### config.mk
export PLATFORM = sky130hd
export DESIGN_NAME = vc_ingress_router
export DESIGN_NICKNAME = d
export VERILOG_FILES = /design/src/rtl/vc_ingress_pkg.sv /design/src/rtl/vc_occupancy_cnt.sv /design/src/rtl/vc_ingress_router.sv
export SDC_FILE = /design/constraint.sdc
export NUM_CORES = 1
export LEC_CHECK = 0
export BUFFER_PORTS_ARGS = -buffer_cell sky130_fd_sc_hd__buf_2
export CELL_PAD_IN_SITES_DETAIL_PLACEMENT = 0
export CELL_PAD_IN_SITES_GLOBAL_PLACEMENT = 1
export CORE_ASPECT_RATIO = 1.5
export CORE_UTILIZATION = 43
export CTS_CLUSTER_SIZE = 8
export DETAILED_ROUTE_END_ITERATION = 8
export PLACE_DENSITY = 0.88
export SETUP_SLACK_MARGIN = 0.1
export SYNTH_ARGS = -nofsm -noshare
export SYNTH_HDL_FRONTEND = slang
export SYNTH_SLANG_ARGS = --single-unit
export TNS_END_PERCENT = 50
### constraint.sdc
create_clock -name clk -period 4.4 [get_ports clk]
set_input_delay 0 -clock clk [delete_from_list [all_inputs] [get_ports clk]]
set_output_delay 0 -clock clk [all_outputs]
set_load 0.05 [all_outputs]
### src/rtl/vc_ingress_pkg.sv
// Shared definitions for the VC ingress router: default sizes, FSM state
// encoding and the threshold clamp used when thresholds are latched.
package vc_ingress_pkg;

  localparam int DATA_W_DEF     = 6;
  localparam int VC_SEL_BIT_DEF = 4;
  localparam int VC_DEPTH_DEF   = 8;

  typedef enum logic [1:0] {
    ST_INIT   = 2'd0,
    ST_IDLE   = 2'd1,
    ST_ACTIVE = 2'd2
  } state_t;

  // A zero threshold would pause forever and anything above the depth could
  // let a FIFO overflow; both fall back to the full depth.
  function automatic int clamp_thr(input logic [3:0] u, input int depth);
    if (u == 4'd0 || int'(u) > depth) return depth;
    return int'(u);
  endfunction

endpackage

### src/rtl/vc_occupancy_cnt.sv
// Occupancy tracker for one VC FIFO. Counts registered writes against reads
// from the egress side and raises pause once the occupancy, including a write
// still in flight, reaches the latched threshold.
module vc_occupancy_cnt #(
  parameter int CNT_W = 4
) (
  input  logic             clk,
  input  logic             reset,
  input  logic             inc,
  input  logic             dec,
  input  logic [CNT_W-1:0] thr,
  output logic [CNT_W-1:0] count,
  output logic             pause,
  output logic             underflow
);

  // A read at zero is an egress-side fault: the count holds at 0.
  always_ff @(posedge clk) begin
    if (reset) begin
      count <= '0;
    end else if (inc && !dec) begin
      count <= count + CNT_W'(1);
    end else if (dec && !inc && count != '0) begin
      count <= count - CNT_W'(1);
    end
  end

  assign pause     = (count + CNT_W'(inc)) >= thr;
  assign underflow = dec && (count == '0);

endmodule

### src/rtl/vc_ingress_router.sv
// Ingress router: pops first-word-fall-through words from the Main FIFO and
// writes each, one cycle later, into the VC0 or VC1 FIFO chosen by its select
// bit. Strictly in order: a paused head stalls the whole stream.
// Optional build macro VC_STATS_EN adds saturating per-VC push counters
// (vc0_words, vc1_words).
module vc_ingress_router
  import vc_ingress_pkg::*;
#(
  parameter int DATA_W     = DATA_W_DEF,
  parameter int VC_SEL_BIT = VC_SEL_BIT_DEF,
  parameter int VC_DEPTH   = VC_DEPTH_DEF
) (
  input  logic              clk,
  input  logic              reset,
  input  logic              init,
  input  logic [3:0]        Umbral_VC0,
  input  logic [3:0]        Umbral_VC1,
  input  logic [DATA_W-1:0] main_data,
  input  logic              main_empty,
  output logic              main_pop,
  input  logic              vc0_pop,
  input  logic              vc1_pop,
  output logic              vc0_push,
  output logic              vc1_push,
  output logic [DATA_W-1:0] vc0_data,
  output logic [DATA_W-1:0] vc1_data,
  output logic              vc0_pause,
  output logic              vc1_pause,
  output logic              idle_out,
`ifdef VC_STATS_EN
  output logic [7:0]        vc0_words,
  output logic [7:0]        vc1_words,
`endif
  output logic              error_out
);

  localparam int CNT_W = $clog2(VC_DEPTH) + 1;

  state_t                        state;
  logic [1:0][CNT_W-1:0]         thr;
  logic [1:0][CNT_W-1:0]         cnt;
  logic [1:0]                    pause;
  logic [1:0]                    unf;
  logic [1:0]                    pop_in;
  logic [1:0]                    push_q;
  logic [1:0][DATA_W-1:0]        data_q;
  logic [1:0]                    sel;
  logic                          head_vc;

  assign head_vc  = main_data[VC_SEL_BIT];
  assign main_pop = (state != ST_INIT) && !main_empty && !pause[head_vc];
  assign sel      = main_pop ? (head_vc ? 2'b10 : 2'b01) : 2'b00;
  assign pop_in   = {vc1_pop, vc0_pop};

  // Control FSM; thresholds track the config inputs for as long as we sit in INIT.
  always_ff @(posedge clk) begin
    if (reset) begin
      state <= ST_INIT;
      thr   <= {2{CNT_W'(VC_DEPTH)}};
    end else begin
      case (state)
        ST_INIT: begin
          thr[0] <= CNT_W'(clamp_thr(Umbral_VC0, VC_DEPTH));
          thr[1] <= CNT_W'(clamp_thr(Umbral_VC1, VC_DEPTH));
          if (!init) state <= ST_IDLE;
        end
        ST_IDLE:   if (init) state <= ST_INIT; else if (!main_empty) state <= ST_ACTIVE;
        ST_ACTIVE: if (init) state <= ST_INIT; else if (main_empty) state <= ST_IDLE;
        default:   state <= ST_INIT;
      endcase
    end
  end

  // Write strobes and data to the VC FIFOs; data holds between pushes.
  always_ff @(posedge clk) begin
    if (reset) begin
      push_q <= '0;
      data_q <= '0;
    end else begin
      push_q <= sel;
      for (int v = 0; v < 2; v++) if (sel[v]) data_q[v] <= main_data;
    end
  end

  for (genvar v = 0; v < 2; v++) begin : g_vc
    vc_occupancy_cnt #(.CNT_W(CNT_W)) u_cnt (
      .clk       (clk),
      .reset     (reset),
      .inc       (push_q[v]),
      .dec       (pop_in[v]),
      .thr       (thr[v]),
      .count     (cnt[v]),
      .pause     (pause[v]),
      .underflow (unf[v])
    );
  end

  // Sticky underflow flag; init does not clear it.
  always_ff @(posedge clk) begin
    if (reset)     error_out <= 1'b0;
    else if (|unf) error_out <= 1'b1;
  end

  assign vc0_push  = push_q[0];
  assign vc1_push  = push_q[1];
  assign vc0_data  = data_q[0];
  assign vc1_data  = data_q[1];
  assign vc0_pause = pause[0];
  assign vc1_pause = pause[1];
  assign idle_out  = (state == ST_IDLE) && (cnt[0] == '0) && (cnt[1] == '0);

`ifdef VC_STATS_EN
  logic [1:0][7:0] words;

  // Saturating count of pushes per VC, surviving init.
  always_ff @(posedge clk) begin
    if (reset) begin
      words <= '0;
    end else begin
      for (int v = 0; v < 2; v++)
        if (push_q[v] && words[v] != 8'hFF) words[v] <= words[v] + 8'd1;
    end
  end

  assign vc0_words = words[0];
  assign vc1_words = words[1];
`endif

endmodule

==> results.md <==
- Outcome: finished, final reports clean
- Setup CP Type: register to output pin
- Postcts setup bufs: 0
- DRC Markers: 0
- Synth area leader: dfxtp_1
- Ys flop type: dfxtp_1
- MaxCap Viol Count: 0
- Sink Count: 33
- Antenna-violating nets left: 0
- Worst hold margin: ~0.00064 ns
- ANT cells: 0
- Die height: 80.5 um
- Initial Utilization: 0.450
- Total negative slack: 0 ns
- Clk Latency, worst-skew pair: ~0.29 ns
- Mapped Area: between 0.0015 and 0.002 mm^2
- Finish-stage setup viols: 0
- Vias/cell: ~5
- Htree depth: 2
- CTS resizes: 0
- Tot Pwr: about 1.1 mW
- Fin Clk Skew: approximately 0.0049 ns
- Placer Congestion: 0.715
- Number of synthesized flops with an enable pin: 0
- Wirelength per Cell: 12.5 um
- Area contributors post-synth: dfxtp_1 (37%), ha_1 (11%), mux2i_1 (6.8%)
- Buffers on Ports: 38
- Post-Place Cells: 266
- Synth Area per Inst: ~9.3 um^2
- Die area: 0.00437 mm^2
- Critical path data arrival time: roughly 2.4 ns
- Root buf cell: clkbuf_8
- Worst Max-Slew Pin Slew: roughly 0.63 ns
- Worst setup startpoint: g_vc[0].u_cnt.count[0]
- Synthesized Nets: around 230
- Synth top area share: 0.374
- Crit path launch type: register
- Vias: 1437
- Final slew viol count: 0
- Worst min-delay path class: input port to register
- Post-synth cell types: 36
- Tmin final: 2.42 ns
- Final nets: 275
- DRT Pass-1 Iters: 4
- Post-route clock period utilization: 0.551
- Part of the Yosys area used for sequential elements: 0.374
- Layout cell share with drive strength beyond 1: 0.219
- Fmax: 413 MHz
- Critical Path, Cell by Cell: ha_1 > nand3_1 > xnor2_1 > ha_1 > a21oi_1 > o21ai_1 > o22ai_1 > and3_1 > buf_2
- Final hold violation count: 0
- R2R Path Start: g_vc[0].u_cnt.count[0]
- CTS Buf Count: 5
- Clk buf depth: 2
- Critical Path Fanout Max: 5
- First-pass GRT wire length: slightly below 6 mm
- Final worst slack: around 2.0 ns
- Hold_sp: main_data[2]
- Power Density: 510 mW/mm^2
- Vias in the first global route: between 1000 and 1500
- Global-route usage over all layers: 0.187
- Routed wire length: about 3.5 mm
- Maximum vdd drop: 0.000315 V
- DRT iter0 DRCs: 30
- Largest stage delay, worst path: between 0.4 and 0.5 ns
- GRT overflow: 0
- CTS tree: built
- Synthesized flop and latch total: 33
- Syn-to-layout area delta: 22.5%
- Synth Warn #: 0
- CTS clk-pin slew, worst paths: ~0.07 ns
- Largest net degree at the start of global routing: 39
- Post-DP HPWL: about 2.6 mm
- RSZ-0062 raised after global routing: no
- Rel. slew slack: 0.575
- CP Capture Type: output pin
- CP required: about 4.4 ns
- Std cell rows: 28
- Cells after Synth: roughly 190
- Core Area: roughly 0.0039 mm^2
- Chip width: 54.3 um
- Async S/R FF share, synth: 0
- Leakage: slightly above 1 nW
- Place WS: between 1.5 and 2 ns
- Num ports: 39
- Cell Count, Final, Fillers Out: between 200 and 300
- Cell mode on critical path: ha_1
- CP max stage cell: dfxtp_1
- Initial antenna violation count: 0
## registers in the layout (all words and copies together), names as in the netlist
signal and flops:
error_out 1, g_vc.u_cnt.count 8, push_q 2, state 2
thr 8, vc0_data 6, vc1_data 6
## worst max-delay path: cells and delay by family (launching register included)
kind                     cells  cell delay [ns]
flip-flops                   1             0.46
AND/OR/NAND/NOR              2             0.27
adder cells (fa/ha/maj)      2             0.52
buffers and inverters        1             0.26
AO/OA/AOI/OAI                3             0.50
XOR/XNOR                     1             0.15
## per-layer routing
layer,track usage,routed length (um),up-vias
met5,0,0,-
met4,0.0692,59,0
met3,0.0455,129,5
met2,0.349,1860,30
met1,0.188,1480,659
li1,-,-,743
## cells in the final DEF (no fill, tap or decap), drive strengths merged, types with 3 or more instances in the layout
cell | netlist | final
inv | 12 | 12
buf | 1 | 38
mux2i | 12 | 12
nand2b | 17 | 17
clkbuf | 5 | 6
nand3b | 8 | 8
nor3 | 5 | 5
nor2 | 11 | 11
nand3 | 4 | 4
or4 | 3 | 3
nand2 | 15 | 15
ha | 16 | 16
xnor2 | 9 | 9
a21oi | 15 | 15
dfxtp | 33 | 33
dlygate4sd3 | 0 | 9
## final timing paths
check	endpoint	slack [ns]	cells after the start
min	vc1_data[2]	0.0006	3
max	main_pop	1.98	9
min reg2reg	thr[1]	0.46	2
max reg2reg	vc0_data[1]	1.98	8
## synth_stat cells, types with 2 or more instances
library cell,n
a211oi_1,2
a21o_1,2
a21oi_1,14
clkbuf_1,5
dfxtp_1,33
fa_1,2
ha_1,16
inv_1,12
mux2i_1,12
nand2_1,15
nand2b_1,16
nand3_1,4
nand3b_1,8
nor2_1,10
nor3_1,5
o21bai_1,2
o22ai_1,2
or4_1,2
xnor2_1,9
xor2_1,2
## per-stage QoR
stage	cell area, um^2	utilization
5_1_grt	2160	0.551
2_1_floorplan	1770	-
6_report	2160	0.551
3_5_place_dp	1980	0.505
3_3_place_gp	1980	0.505
4_1_cts	2160	0.551
## kinds of logic (layout without fill, tap and decap cells)
family / after synthesis / in the layout / share of synthesized area
and+or+nand+nor: 70 / 70 / 0.231
xor gates and xnor gates: 11 / 11 / 0.0545
muxes: 12 / 12 / 0.0680
AOI/OAI and AO/OA: 26 / 26 / 0.0885
adders and majority gates: 19 / 19 / 0.142
buffers and inverters: 18 / 66 / 0.0425
DFF: 33 / 33 / 0.374
## final cells by class
class,count,area (um^2)
Fill cell,388,1760
Multi-Input combinational cell,138,1030
Sequential cell,33,661
Timing Repair Buffer,47,280
Clock buffer,6,82.6
Tap cell,45,56.3
Inverter,12,45.0
Clock inverter,1,7.51
## repair_timing
action                     4_1_cts  5_1_grt
hold endpoints to repair        10        0
hold buffers                     9        0
setup endpoints to repair        0        0
## power breakdown
group | internal (mW) | total [mW] | switching, mW
Sequential | 0.343 | 0.399 | 0.0558
Combinational | 0.202 | 0.471 | 0.269
Clock | 0.124 | 0.233 | 0.109
Power figures use the tool's default switching activity.
